`config.mk`:
```
export PLATFORM = sky130hd
export DESIGN_NAME = firebird7_in_gate1_tessent_tdr_red_load
export DESIGN_NICKNAME = d
export VERILOG_FILES = /design/src/rtl/firebird7_in_gate1_tessent_tdr_red_load.sv
export SDC_FILE = /design/constraint.sdc
export NUM_CORES = 1
export LEC_CHECK = 0
export CAP_MARGIN = 10
export CORE_MARGIN = 2
export CORE_UTILIZATION = 55
export CTS_CLUSTER_DIAMETER = 120
export DETAILED_ROUTE_END_ITERATION = 8
export GPL_ROUTABILITY_DRIVEN = 0
export PLACE_DENSITY = 0.85
export SKIP_CTS_REPAIR_TIMING = 1
export SYNTH_ARGS = -nofsm -noshare
export SYNTH_HDL_FRONTEND = slang
export SYNTH_SLANG_ARGS = --single-unit
```
`constraint.sdc`:
```
create_clock -name ijtag_tck -period 2.24 [get_ports ijtag_tck]
set_input_delay 0.56 -clock ijtag_tck [delete_from_list [all_inputs] [get_ports ijtag_tck]]
set_output_delay 0.56 -clock ijtag_tck [all_outputs]
set_load 0.02 [all_outputs]
```
`src/rtl/firebird7_in_gate1_tessent_tdr_red_load.sv`:
```
// IJTAG redundancy-repair loader: a scan segment shifts repair entries in,
// Update-DR commits them to a small FIFO, and a drain FSM hands them to the
// repair controller over a valid/ready handshake, waiting for a done pulse.
// Capture loads a status word so progress can be polled through the same
// scan path.
module firebird7_in_gate1_tessent_tdr_red_load #(
  parameter int unsigned DATA_W = 8,
  parameter int unsigned DEPTH  = 4
) (
  input  logic              ijtag_tck,
  input  logic              ijtag_reset,
  input  logic              ijtag_sel,
  input  logic              ijtag_si,
  input  logic              ijtag_ce,
  input  logic              ijtag_se,
  input  logic              ijtag_ue,
  output logic              ijtag_so,
  output logic              repair_valid,
  output logic [DATA_W-2:0] repair_addr,
  input  logic              repair_ready,
  input  logic              repair_done,
  output logic              repair_busy
);

  localparam int unsigned PTR_W = (DEPTH == 4) ? 2 : 1;

  typedef enum logic [1:0] {
    IDLE = 2'd0,
    REQ  = 2'd1,
    WAIT = 2'd2
  } state_t;

  logic [DATA_W-1:0] sr;
  logic [DATA_W-1:0] upd;
  logic [DATA_W-1:0] status;
  logic              upd_stb;
  logic [DATA_W-2:0] mem [DEPTH];
  logic [PTR_W-1:0]  wptr;
  logic [PTR_W-1:0]  rptr;
  logic [2:0]        occ;
  logic [2:0]        applied_cnt;
  logic              ovf_sticky;
  state_t            state;
  state_t            state_nxt;
  logic              capture;
  logic              push;
  logic              pop;
  logic              full;
  logic              push_ok;
  logic              ovf_set;

  // Segment control decode and FIFO push/overflow qualification
  always_comb begin
    capture = ijtag_ce & ijtag_sel;
    push    = upd_stb & upd[DATA_W-1];
    full    = (occ == 3'(DEPTH));
    // a pop on the same edge frees a slot, so a push into a full FIFO still lands
    push_ok = push & (~full | pop);
    ovf_set = push & full & ~pop;
  end

  // Status word; an overflow coinciding with capture must read back as set
  always_comb begin
    status      = '0;
    status[7]   = ovf_sticky | ovf_set;
    status[6]   = repair_busy;
    status[5:3] = applied_cnt;
    status[2:0] = occ;
  end

  // Capture/shift register, capture has priority over shift
  always_ff @(posedge ijtag_tck or negedge ijtag_reset) begin
    if (!ijtag_reset) begin
      sr <= '0;
    end else if (capture) begin
      sr <= status;
    end else if (ijtag_se && ijtag_sel) begin
      sr <= {ijtag_si, sr[DATA_W-1:1]};
    end
  end

  // Scan-out lockup latch, transparent while tck is low
  always_latch begin
    if (!ijtag_reset) begin
      ijtag_so <= 1'b0;
    end else if (!ijtag_tck) begin
      ijtag_so <= sr[0];
    end
  end

  // Update stage on the falling edge; strobe lasts until the next falling edge
  always_ff @(negedge ijtag_tck or negedge ijtag_reset) begin
    if (!ijtag_reset) begin
      upd     <= '0;
      upd_stb <= 1'b0;
    end else if (ijtag_ue && ijtag_sel) begin
      upd     <= sr;
      upd_stb <= 1'b1;
    end else begin
      upd_stb <= 1'b0;
    end
  end

  // FIFO storage; contents are don't-care until written
  always_ff @(posedge ijtag_tck) begin
    if (push_ok) begin
      mem[wptr] <= upd[DATA_W-2:0];
    end
  end

  // FIFO pointers and occupancy
  always_ff @(posedge ijtag_tck or negedge ijtag_reset) begin
    if (!ijtag_reset) begin
      wptr <= '0;
      rptr <= '0;
      occ  <= '0;
    end else begin
      if (push_ok) begin
        wptr <= wptr + 1'b1;
      end
      if (pop) begin
        rptr <= rptr + 1'b1;
      end
      case ({push_ok, pop})
        2'b10:   occ <= occ + 3'd1;
        2'b01:   occ <= occ - 3'd1;
        default: occ <= occ;
      endcase
    end
  end

  // Sticky overflow flag, cleared by a capture unless set on the same edge
  always_ff @(posedge ijtag_tck or negedge ijtag_reset) begin
    if (!ijtag_reset) begin
      ovf_sticky <= 1'b0;
    end else if (ovf_set) begin
      ovf_sticky <= 1'b1;
    end else if (capture) begin
      ovf_sticky <= 1'b0;
    end
  end

  // Saturating count of entries the repair controller reported as applied
  always_ff @(posedge ijtag_tck or negedge ijtag_reset) begin
    if (!ijtag_reset) begin
      applied_cnt <= '0;
    end else if ((state == WAIT) && repair_done && (applied_cnt != 3'd7)) begin
      applied_cnt <= applied_cnt + 3'd1;
    end
  end

  // Drain FSM state register
  always_ff @(posedge ijtag_tck or negedge ijtag_reset) begin
    if (!ijtag_reset) begin
      state <= IDLE;
    end else begin
      state <= state_nxt;
    end
  end

  // Drain FSM next state and handshake outputs (outputs depend on state only)
  always_comb begin
    state_nxt    = state;
    repair_valid = 1'b0;
    pop          = 1'b0;
    unique case (state)
      IDLE: begin
        if (occ != 3'd0) begin
          state_nxt = REQ;
        end
      end
      REQ: begin
        repair_valid = 1'b1;
        if (repair_ready) begin
          pop       = 1'b1;
          state_nxt = WAIT;
        end
      end
      WAIT: begin
        if (repair_done) begin
          state_nxt = (occ != 3'd0) ? REQ : IDLE;
        end
      end
      default: state_nxt = IDLE;
    endcase
    repair_busy = (state != IDLE);
    repair_addr = repair_valid ? mem[rptr] : '0;
  end

endmodule

```
==> metrics.txt <==
Final ANT Viol Nets 0; largest net degree at the start of global routing 29; clk_skew between 90 and 100 ps; final hold violation count 0; via count 1633; CTS tree done; Initial Util 58.25%; outcome finished with violations; crit path DAT 3010 ps; Worst-path clk slew about 60 ps; Area growth, synth to finish 27.69%; hpwl dp about 3.2 mm; RSZ-0062 raised after global routing true; crit path max fanout 2; Synth cell types 39; Post-Syn Instances 182; vias per cell between 5 and 6; Final Max Tran Viols 0; dominant synthesized flop cell edfxtp_1; Antenna Cells 0; DR pass1 iterations 4; asr flop ratio synth between 50% and 60%; Worst Setup Path Type reg2reg; GRT overflow 0; fin area ~0.0033 mm²; peak supply drop about 0.75 mV; Layout Cells excl Fill ~280; total core area approximately 0.0044 mm²; Port Buffers 18; failing checks setup timing; clock insertion delay at the later pin of the skew report 440 ps; Setup WS pre-CTS -660.5 ps; Residual DRC 0; DR WL/cell around 17 µm; total wire length ~4.7 mm; Die Area 0.005271 mm²; vias in the first global route roughly 1.6k; Required @ worst endpoint between 2000 and 3000 ps; Worst slew margin around three fifths; Final #Nets about 240; row count 24; Placement Cell Area slightly below 0.003 mm²; post-placement cell count 257; synthesized flop and latch total between 50 and 60; Post-synth EDFFs 28; Yosys Warn Count 0; DIE WIDTH 72.61 µm; initial antenna violation count 0; maxcap violations 0; CP Launch Type flip-flop; Worst Slack Setup Final -452.6 ps; Initial DRC Count between 90 and 100; global-route wire length before repair between 7 and 8 mm; P_leak between 0.001 and 0.0015 µW; Total Routing Usage GR 20.15%; Mapped Avg Cell Area ~14 µm²; Post-Syn Area between 0.002 and 0.003 mm²; post-synth net total between 150 and 200; PD cells about 1300 mW/mm²; CP endpoint kind flip-flop; Worst Tran Pin Value between 500 and 600 ps; layout cells sized above 1 33.91%; die height between 70 and 80 µm; worst min-delay path class in2gate; IO Pins 19; # setup viols final between 40 and 50
-- logic make-up after synthesis --
family	Yosys count	share of synthesized area [%]
flip-flops	58	61.48
AND/OR/NAND/NOR	57	13.19
AO/OA/AOI/OAI	22	6.186
multiplexers	18	10.87
buffers and inverters	14	2.320
adder cells (fa/ha/maj)	7	3.673
XOR/XNOR	5	1.692
latches	1	0.5798
-- per-stage QoR --
step,util [%],hold slack [ps],TNS [ps],total power (µW)
2_1_floorplan,-,-560.0,-4101,2472
3_3_place_gp,66.47,78.74,-12430,2896
3_5_place_dp,66.47,83.01,-14120,2990
4_1_cts,72.52,-267.1,-14600,4228
5_1_grt,74.38,342.4,-12490,4444
6_report,74.38,304.7,-10350,4217
-- final cells by class --
cell class	instances	area [µm²]
clock buffers	17	203.9
clock inverters	3	65.06
fillers	271	1139
inverters	6	22.52
multi-input cells	109	1006
flip-flops and latches	59	1607
well taps	52	65.06
repair buffers	36	336.6
-- per-layer routing --
layer  wire, µm  track usage [%]  up-vias
met5          0                0        -
met3        224            7.597       10
met1       1930            23.61      822
li1           -                -      752
met2       2465            31.92       49
met4        105            11.52        0
-- synth_stat cells (2+ instances only) --
cell type	n	area share, %
nand2b_1	2	0.48
ha_1	6	2.9
a21oi_1	3	0.58
and3b_1	2	0.68
o211ai_1	2	0.58
mux2_2	10	4.4
xnor2_1	4	1.4
nor2b_1	8	1.9
mux4_2	7	6.1
nor3b_2	2	0.97
and2_1	7	1.7
dfrtp_1	21	20
edfxtp_1	28	32
nor3_1	3	0.58
nand3b_1	6	1.7
a22o_1	8	2.7
dfrtn_1	9	8.7
nand2_1	20	2.9
buf_2	3	0.58
o21ai_0	4	0.77
clkbuf_1	4	0.58
inv_1	6	0.87
-- state kept, by name (all words and copies together) (netlist names) --
| name | flops |
|---|---|
| applied_cnt | 3 |
| ovf_sticky | 1 |
| state | 2 |
| occ | 3 |
| ijtag_so | 1 |
| sr | 8 |
| wptr | 2 |
| upd | 8 |
| upd_stb | 1 |
| mem | 28 |
| rptr | 2 |
-- power breakdown --
part           switching, µW  internal (µW)
sequential               276           1420
clock                    421            809
combinational            589            702
-- final timing paths --
kind / from / endpoint / slack (ps) / cells past startpoint
worst max-delay path: upd_stb$_DFF_NN0_ / occ[1]$_DFFE_PN0P_ / -450 / 5
worst min-delay path: ijtag_reset / clock gate / 300 / 3
worst max register to register: upd_stb$_DFF_NN0_ / occ[1]$_DFFE_PN0P_ / -450 / 5
worst min register to register: ovf_sticky$_DFFE_PN0P_ / ovf_sticky$_DFFE_PN0P_ / 510 / 2
max in group asynchronous: ijtag_reset / upd[5]$_DFFE_NN0P_ / 580 / 2
max in group gated: ijtag_reset / clock gate / 700 / 3
min in group asynchronous: ijtag_reset / applied_cnt[2]$_DFFE_PN0P_ / 470 / 2
min in group ijtag_tck: ovf_sticky$_DFFE_PN0P_ / ovf_sticky$_DFFE_PN0P_ / 510 / 2
-- placed cells by master (no fill, tap or decap), types with 2 or more instances in the layout --
cell type | synthesis | routed
edfxtp_1 | 28 | 28
clkdlybuf4s50_1 | 0 | 6
mux4_2 | 7 | 7
buf_12 | 0 | 2
xnor2_1 | 4 | 4
mux2_2 | 10 | 10
a22o_1 | 8 | 8
dfrtn_1 | 9 | 9
nor3_1 | 3 | 3
nor2b_1 | 8 | 7
buf_2 | 3 | 6
buf_6 | 0 | 5
o21ai_1 | 1 | 2
o21ai_0 | 4 | 3
a21oi_1 | 3 | 3
o211ai_1 | 2 | 2
and2_1 | 7 | 2
clkbuf_8 | 0 | 14
and3b_1 | 2 | 2
nand2_1 | 20 | 18
and2_4 | 0 | 5
inv_1 | 6 | 6
bufinv_16 | 0 | 2
nand3b_1 | 6 | 6
nor3b_2 | 2 | 2
buf_4 | 1 | 12
ha_1 | 6 | 6
dlymetal6s2s_1 | 0 | 4
dfrtp_1 | 21 | 21
clkbuf_1 | 4 | 3
-- critical path: stages, from the launching register on --
cell and delay (ps):
dfrtn_1 350, and2_4 180, nor2_4 80, fa_2 430, and3_1 160, a221o_1 250
Note: power is estimated with default switching activity, not from simulation.
